### src/rtl/player_motion.sv
// player_motion: integrates decoded Up/Down/Left/Right levels into X/Y screen
// coordinates at a fixed movement tick, with hold-to-accelerate and edge
// clamping.
//
// Ports:
//   Clock, ResetN         clock, asynchronous active-low reset
//   Up/Down/Left/Right    decoded direction request levels (asynchronous)
//   X [X_W-1:0]           registered player X
//   Y [Y_W-1:0]           registered player Y
//   Moving                high while the last tick changed X or Y
//   Tick                  one-cycle pulse on each movement tick
//
// Build option: define PLAYER_MOTION_WRAP_EN to wrap at the screen edges
// instead of clamping. With it defined, Moving follows any non-zero request.
module player_motion #(
  parameter int TICK_DIV   = 416667,
  parameter int X_W        = 10,
  parameter int Y_W        = 9,
  parameter int X_MAX      = 639,
  parameter int Y_MAX      = 479,
  parameter int X_INIT     = 320,
  parameter int Y_INIT     = 240,
  parameter int STEP_SLOW  = 1,
  parameter int STEP_FAST  = 4,
  parameter int HOLD_TICKS = 30
) (
  input  logic           Clock,
  input  logic           ResetN,
  input  logic           Up,
  input  logic           Down,
  input  logic           Left,
  input  logic           Right,
  output logic [X_W-1:0] X,
  output logic [Y_W-1:0] Y,
  output logic           Moving,
  output logic           Tick
);

  localparam int CW = (TICK_DIV > 2) ? $clog2(TICK_DIV) : 1;
  localparam int HW = $clog2(HOLD_TICKS + 1);

  // Signed, one-bit-wider constants so over/underflow is visible before clamping.
  localparam logic signed [X_W:0] XS_SLOW = (X_W+1)'(STEP_SLOW);
  localparam logic signed [X_W:0] XS_FAST = (X_W+1)'(STEP_FAST);
  localparam logic signed [Y_W:0] YS_SLOW = (Y_W+1)'(STEP_SLOW);
  localparam logic signed [Y_W:0] YS_FAST = (Y_W+1)'(STEP_FAST);
  localparam logic signed [X_W:0] XMAX_S  = (X_W+1)'(X_MAX);
  localparam logic signed [Y_W:0] YMAX_S  = (Y_W+1)'(Y_MAX);

  typedef enum logic [1:0] {S_IDLE, S_SLOW, S_FAST} state_t;

  // {up, down, left, right}
  logic [3:0]     dir_meta_q, dir_sync_q;
  logic [CW-1:0]  cnt_q, cnt_d;
  logic [HW-1:0]  hold_q, hold_d;
  state_t         state_q, state_d;
  logic [X_W-1:0] x_q, x_d, x_new;
  logic [Y_W-1:0] y_q, y_d, y_new;
  logic           moving_q, moving_d;

  logic                  tick;
  logic                  up_s, dn_s, lf_s, rt_s;
  logic                  dx_pos, dx_neg, dy_pos, dy_neg, nz;
  logic signed [X_W:0]   step_x, x_sum;
  logic signed [Y_W:0]   step_y, y_sum;

  assign tick = (cnt_q == CW'(TICK_DIV - 1));
  assign {up_s, dn_s, lf_s, rt_s} = dir_sync_q;

  always_comb begin
    cnt_d    = tick ? '0 : cnt_q + 1'b1;
    state_d  = state_q;
    hold_d   = hold_q;
    x_d      = x_q;
    y_d      = y_q;
    moving_d = moving_q;

    // Opposing requests cancel on their axis.
    dx_pos = rt_s & ~lf_s;
    dx_neg = lf_s & ~rt_s;
    dy_pos = dn_s & ~up_s;
    dy_neg = up_s & ~dn_s;
    nz     = dx_pos | dx_neg | dy_pos | dy_neg;

    step_x = (state_q == S_FAST) ? XS_FAST : XS_SLOW;
    step_y = (state_q == S_FAST) ? YS_FAST : YS_SLOW;

    x_sum = $signed({1'b0, x_q});
    if (dx_pos) x_sum = x_sum + step_x;
    if (dx_neg) x_sum = x_sum - step_x;
    y_sum = $signed({1'b0, y_q});
    if (dy_pos) y_sum = y_sum + step_y;
    if (dy_neg) y_sum = y_sum - step_y;

    x_new = x_sum[X_W-1:0];
    y_new = y_sum[Y_W-1:0];
`ifdef PLAYER_MOTION_WRAP_EN
    // Range is X_MAX+1 wide; modular adjust in output width is exact.
    if (x_sum < 0)           x_new = x_sum[X_W-1:0] + X_W'(X_MAX + 1);
    else if (x_sum > XMAX_S) x_new = x_sum[X_W-1:0] - X_W'(X_MAX + 1);
    if (y_sum < 0)           y_new = y_sum[Y_W-1:0] + Y_W'(Y_MAX + 1);
    else if (y_sum > YMAX_S) y_new = y_sum[Y_W-1:0] - Y_W'(Y_MAX + 1);
`else
    if (x_sum < 0)           x_new = '0;
    else if (x_sum > XMAX_S) x_new = XMAX_S[X_W-1:0];
    if (y_sum < 0)           y_new = '0;
    else if (y_sum > YMAX_S) y_new = YMAX_S[Y_W-1:0];
`endif

    if (tick) begin
      x_d = x_new;
      y_d = y_new;
`ifdef PLAYER_MOTION_WRAP_EN
      moving_d = nz;
`else
      moving_d = (x_new != x_q) || (y_new != y_q);
`endif
      if (!nz) begin
        state_d = S_IDLE;
        hold_d  = '0;
      end else begin
        unique case (state_q)
          S_IDLE: begin
            state_d = S_SLOW;
            hold_d  = HW'(1);
          end
          S_SLOW: begin
            // Speed switch takes effect on the following tick.
            hold_d = hold_q + 1'b1;
            if (hold_q >= HW'(HOLD_TICKS - 1)) state_d = S_FAST;
          end
          default: begin
            state_d = S_FAST;
            hold_d  = hold_q;
          end
        endcase
      end
    end
  end

  always_ff @(posedge Clock or negedge ResetN) begin
    if (!ResetN) begin
      dir_meta_q <= '0;
      dir_sync_q <= '0;
      cnt_q      <= '0;
      hold_q     <= '0;
      state_q    <= S_IDLE;
      x_q        <= X_W'(X_INIT);
      y_q        <= Y_W'(Y_INIT);
      moving_q   <= 1'b0;
    end else begin
      dir_meta_q <= {Up, Down, Left, Right};
      dir_sync_q <= dir_meta_q;
      cnt_q      <= cnt_d;
      hold_q     <= hold_d;
      state_q    <= state_d;
      x_q        <= x_d;
      y_q        <= y_d;
      moving_q   <= moving_d;
    end
  end

  assign X      = x_q;
  assign Y      = y_q;
  assign Moving = moving_q;
  assign Tick   = tick;

endmodule
### config.mk
export PLATFORM = sky130hd
export DESIGN_NAME = player_motion
export DESIGN_NICKNAME = d
export VERILOG_FILES = /design/src/rtl/player_motion.sv
export SDC_FILE = /design/constraint.sdc
export NUM_CORES = 1
export LEC_CHECK = 0
export CAP_MARGIN = 10
export CORE_MARGIN = 2
export CORE_UTILIZATION = 35
export DETAILED_ROUTE_END_ITERATION = 10
export MAX_ROUTING_LAYER = met4
export PLACE_DENSITY_LB_ADDON = 0.05
export SYNTH_ARGS = -nofsm -noshare
export SYNTH_HDL_FRONTEND = slang
export SYNTH_SLANG_ARGS = --single-unit
### constraint.sdc
create_clock -name Clock -period 5.13 [get_ports Clock]
set_input_delay 1.026 -clock Clock [delete_from_list [all_inputs] [get_ports Clock]]
set_output_delay 1.026 -clock Clock [all_outputs]
set_load 0.03 [all_outputs]
==> results_dict.tcl <==
set metrics [dict create \
    drt_wl_total_um 11700 \
    num_antenna_cells 0 \
    cts_tree "built" \
    port_buffers 26 \
    dpl.hpwl_um 8480 \
    yosysWarningCount 0 \
    ys_ff_latch 54 \
    finalNonFillerCells 667 \
    htree_levels 2 \
    layout_commonest_cell "nor2_1" \
    final_antenna_net_count 0 \
    slew_viol_final 0 \
    crit_fanout 10 \
    crit_chain "nand2b_1 > ha_1 > ha_1 > xnor2_1 > a21oi_1 > ha_1 > nor2b_1 > a2111oi_2 > o32ai_2 > or4_4 > and3b_4 > o21ai_1 > nand4_1 > a32o_1 > nor4_1 > a21oi_1" \
    fin_nets 543 \
    outcome "finished clean" \
    yosys.area.top_type "dfrtp_1" \
    die_area_um2 13000 \
    start_util_pct 35.5 \
    min_from "dir_meta_q[2]" \
    pre_cts_ws_ns 0.381 \
    cts_made_buffers 5 \
    grt_pass1_wl_um 19400 \
    setup_tns_ns 0 \
    crit_top_cell "ha_1" \
    wl_per_cell_um 17.5 \
    cts_setup_buffers 0 \
    crit_type "flop to flop" \
    synthToLayoutAreaGrowth_pct 12.9 \
    worstPathArrival_ns 4.99 \
    drive_above_1_share_pct 7.50 \
    peakVddDrop_uv 168 \
    reg2reg_from "state_q[1]" \
    critPathTopFamily "simple AND/OR/NAND/NOR gates" \
    dr.pass1.iters 5 \
    timing.final.crit_share_pct 93.4 \
    drt_iter0_markers 245 \
    cp-end-kind "flop" \
    synth_area_leaders "dfrtp_1 (28%), ha_1 (5.3%), nor2_1 (4.5%), xnor2_1 (3.9%), o21ai_0 (3.8%)" \
    timing.fmax_ghz 0.209 \
    required_ns 5.32 \
    slew_headroom_pct 51.4 \
    critPathMaxStageDelay_ns 0.52 \
    slowest_stage "dfrtp_1" \
    hold_depth 0 \
    pin_count 27 \
    core_area_um2 11900 \
    cts.path.max_buffers 2 \
    routabilityCongestion 0.863 \
    ys_seq_area_share_pct 32.1 \
    final_cell_mix "nor2_1 (51), dfrtp_1 (48), nand2_1 (41)" \
    rows 40 \
    async_reset_ff_share_pct 100 \
    syn_avg_cell_area_um2 8.35 \
    grt_pass1_vias 3606 \
    setup.worst_path.start_class "flop" \
    grt.total_usage_pct 19.7 \
    power_leakage_nw 1.93 \
    cap_violations 0 \
    path_buf_inv 0 \
    r2r_cells 16 \
    synthCells 506 \
    cp_num_cells 16 \
    vias_per_cell 5.72 \
    totalPowerFinal_mw 0.939 \
    setup_viol 0 \
    fillCellCount 1230 \
    rsz0062_at_grt "false" \
    rrSetupSlack_ns 0.34 \
    die_h_um 114 \
    worst_slew_pin_slew_ns 0.730 \
    die_w_um 114 \
    period_minus_slack_ns 4.79 \
    hold_path.class "flop to flop" \
    synth_edf_count 0 \
    fin_skew_ns 0.00882 \
    clk_latency_ns 0.31 \
    ctsResizeCount 0 \
    ctsHoldBuffers 0 \
    grt_max_degree 55 \
    powerDensity_nw_per_um2 197 \
    timing.rr.end "Moving" \
    synth_nets 530 \
    antenna_found_initial 0 \
    grt.overflow.total 0 \
    hold_viol 0 \
    hold_end "dir_sync_q[2]" \
    synth.distinct_cells 73 \
    ys.flop_type "dfrtp_1" \
    vias 3818 \
    cts_root_buf "clkbuf_16" \
    clock-sinks 54 \
    post-route-drc-count 0 \
    netlist.area_leader.share_pct 28.4 \
    syn_area_um2 4230 \
    worst_slack_ns 0.336 \
    cts.clk_slew.worst_paths_ns 0.08 \
    placed_cells 659 \
]
[state kept, by name, summed over array words and instances (netlist names)]
signal and cells:
Y 9, cnt_q 19, dir_meta_q 4, Moving 1, dir_sync_q 4, hold_q 5
state_q 2, X 10
[kinds of logic (layout without fill, tap and decap cells)]
logic type      count (synthesis)  after routing  share of synthesized area [%]
buf+inv                        45             59                           4.35
simple gates                  204            204                           25.0
compound gates                139            139                           23.1
mux                            13             13                           3.20
fa+ha+maj                      18             18                           5.33
xor+xnor                       33             33                           6.84
flops                          54             54                           32.1
[synthesized netlist by cell type (all sizes together), types with 8 or more instances]
cell and instances:
a211oi 8, a21oi 26, a31oi 8, and3 8, clkbuf 19, dfrtp 48
ha 18, inv 19, mux2i 9, nand2 41, nand2b 11, nand3 22
nand4 12, nor2 51, nor3 11, nor4 10, o21ai 33, xnor2 19
xor2 14
[cell type report]
cell class,instances,area (um^2),share of cell area [%]
Clock buffer,5,125,2.62
Clock inverter,3,47.5,0.997
Inverter,19,71.3,1.49
Multi-Input combinational cell,407,2680,56.3
Sequential cell,54,1360,28.5
Tap cell,147,184,3.86
Timing Repair Buffer,32,300,6.29
[power breakdown]
part / leakage [nW] / internal (mW) / switching (mW)
registers: 0.700 / 0.429 / 0.00219
logic: 1.15 / 0.0363 / 0.0606
clock network: 0.0844 / 0.234 / 0.177
total: 1.93 / 0.699 / 0.240
[through the flow]
stage	hold WS (ns)	utilization (%)	cell area, um^2
2_1_floorplan	0.331	-	4230
3_3_place_gp	0.334	38.6	4600
3_5_place_dp	0.336	38.6	4600
4_1_cts	0.356	40.1	4770
5_1_grt	0.360	40.1	4770
6_report	0.355	40.1	4770
[how the worst max path moves through the flow]
| stage | from | end | slack [ns] |
|---|---|---|---|
| after floorplan | state_q[1] | Moving | 0.67 |
| after detailed placement | state_q[1] | Moving | 0.38 |
| after global placement | state_q[1] | Moving | 0.44 |
| final | state_q[1] | Moving | 0.34 |
| after CTS | state_q[1] | Moving | 0.37 |
| after global routing | state_q[1] | Moving | 0.009 |
[metal layers]
layer | global-route usage [%] | up-vias | wire length, um
met4 | 5.93 | 0 | 198
met2 | 29.3 | 85 | 5180
met1 | 27.4 | 1812 | 5790
met3 | 3.51 | 12 | 492
li1 | - | 1909 | -
met5 | - | - | 0
No activity file was read; power rests on OpenSTA's default activity.
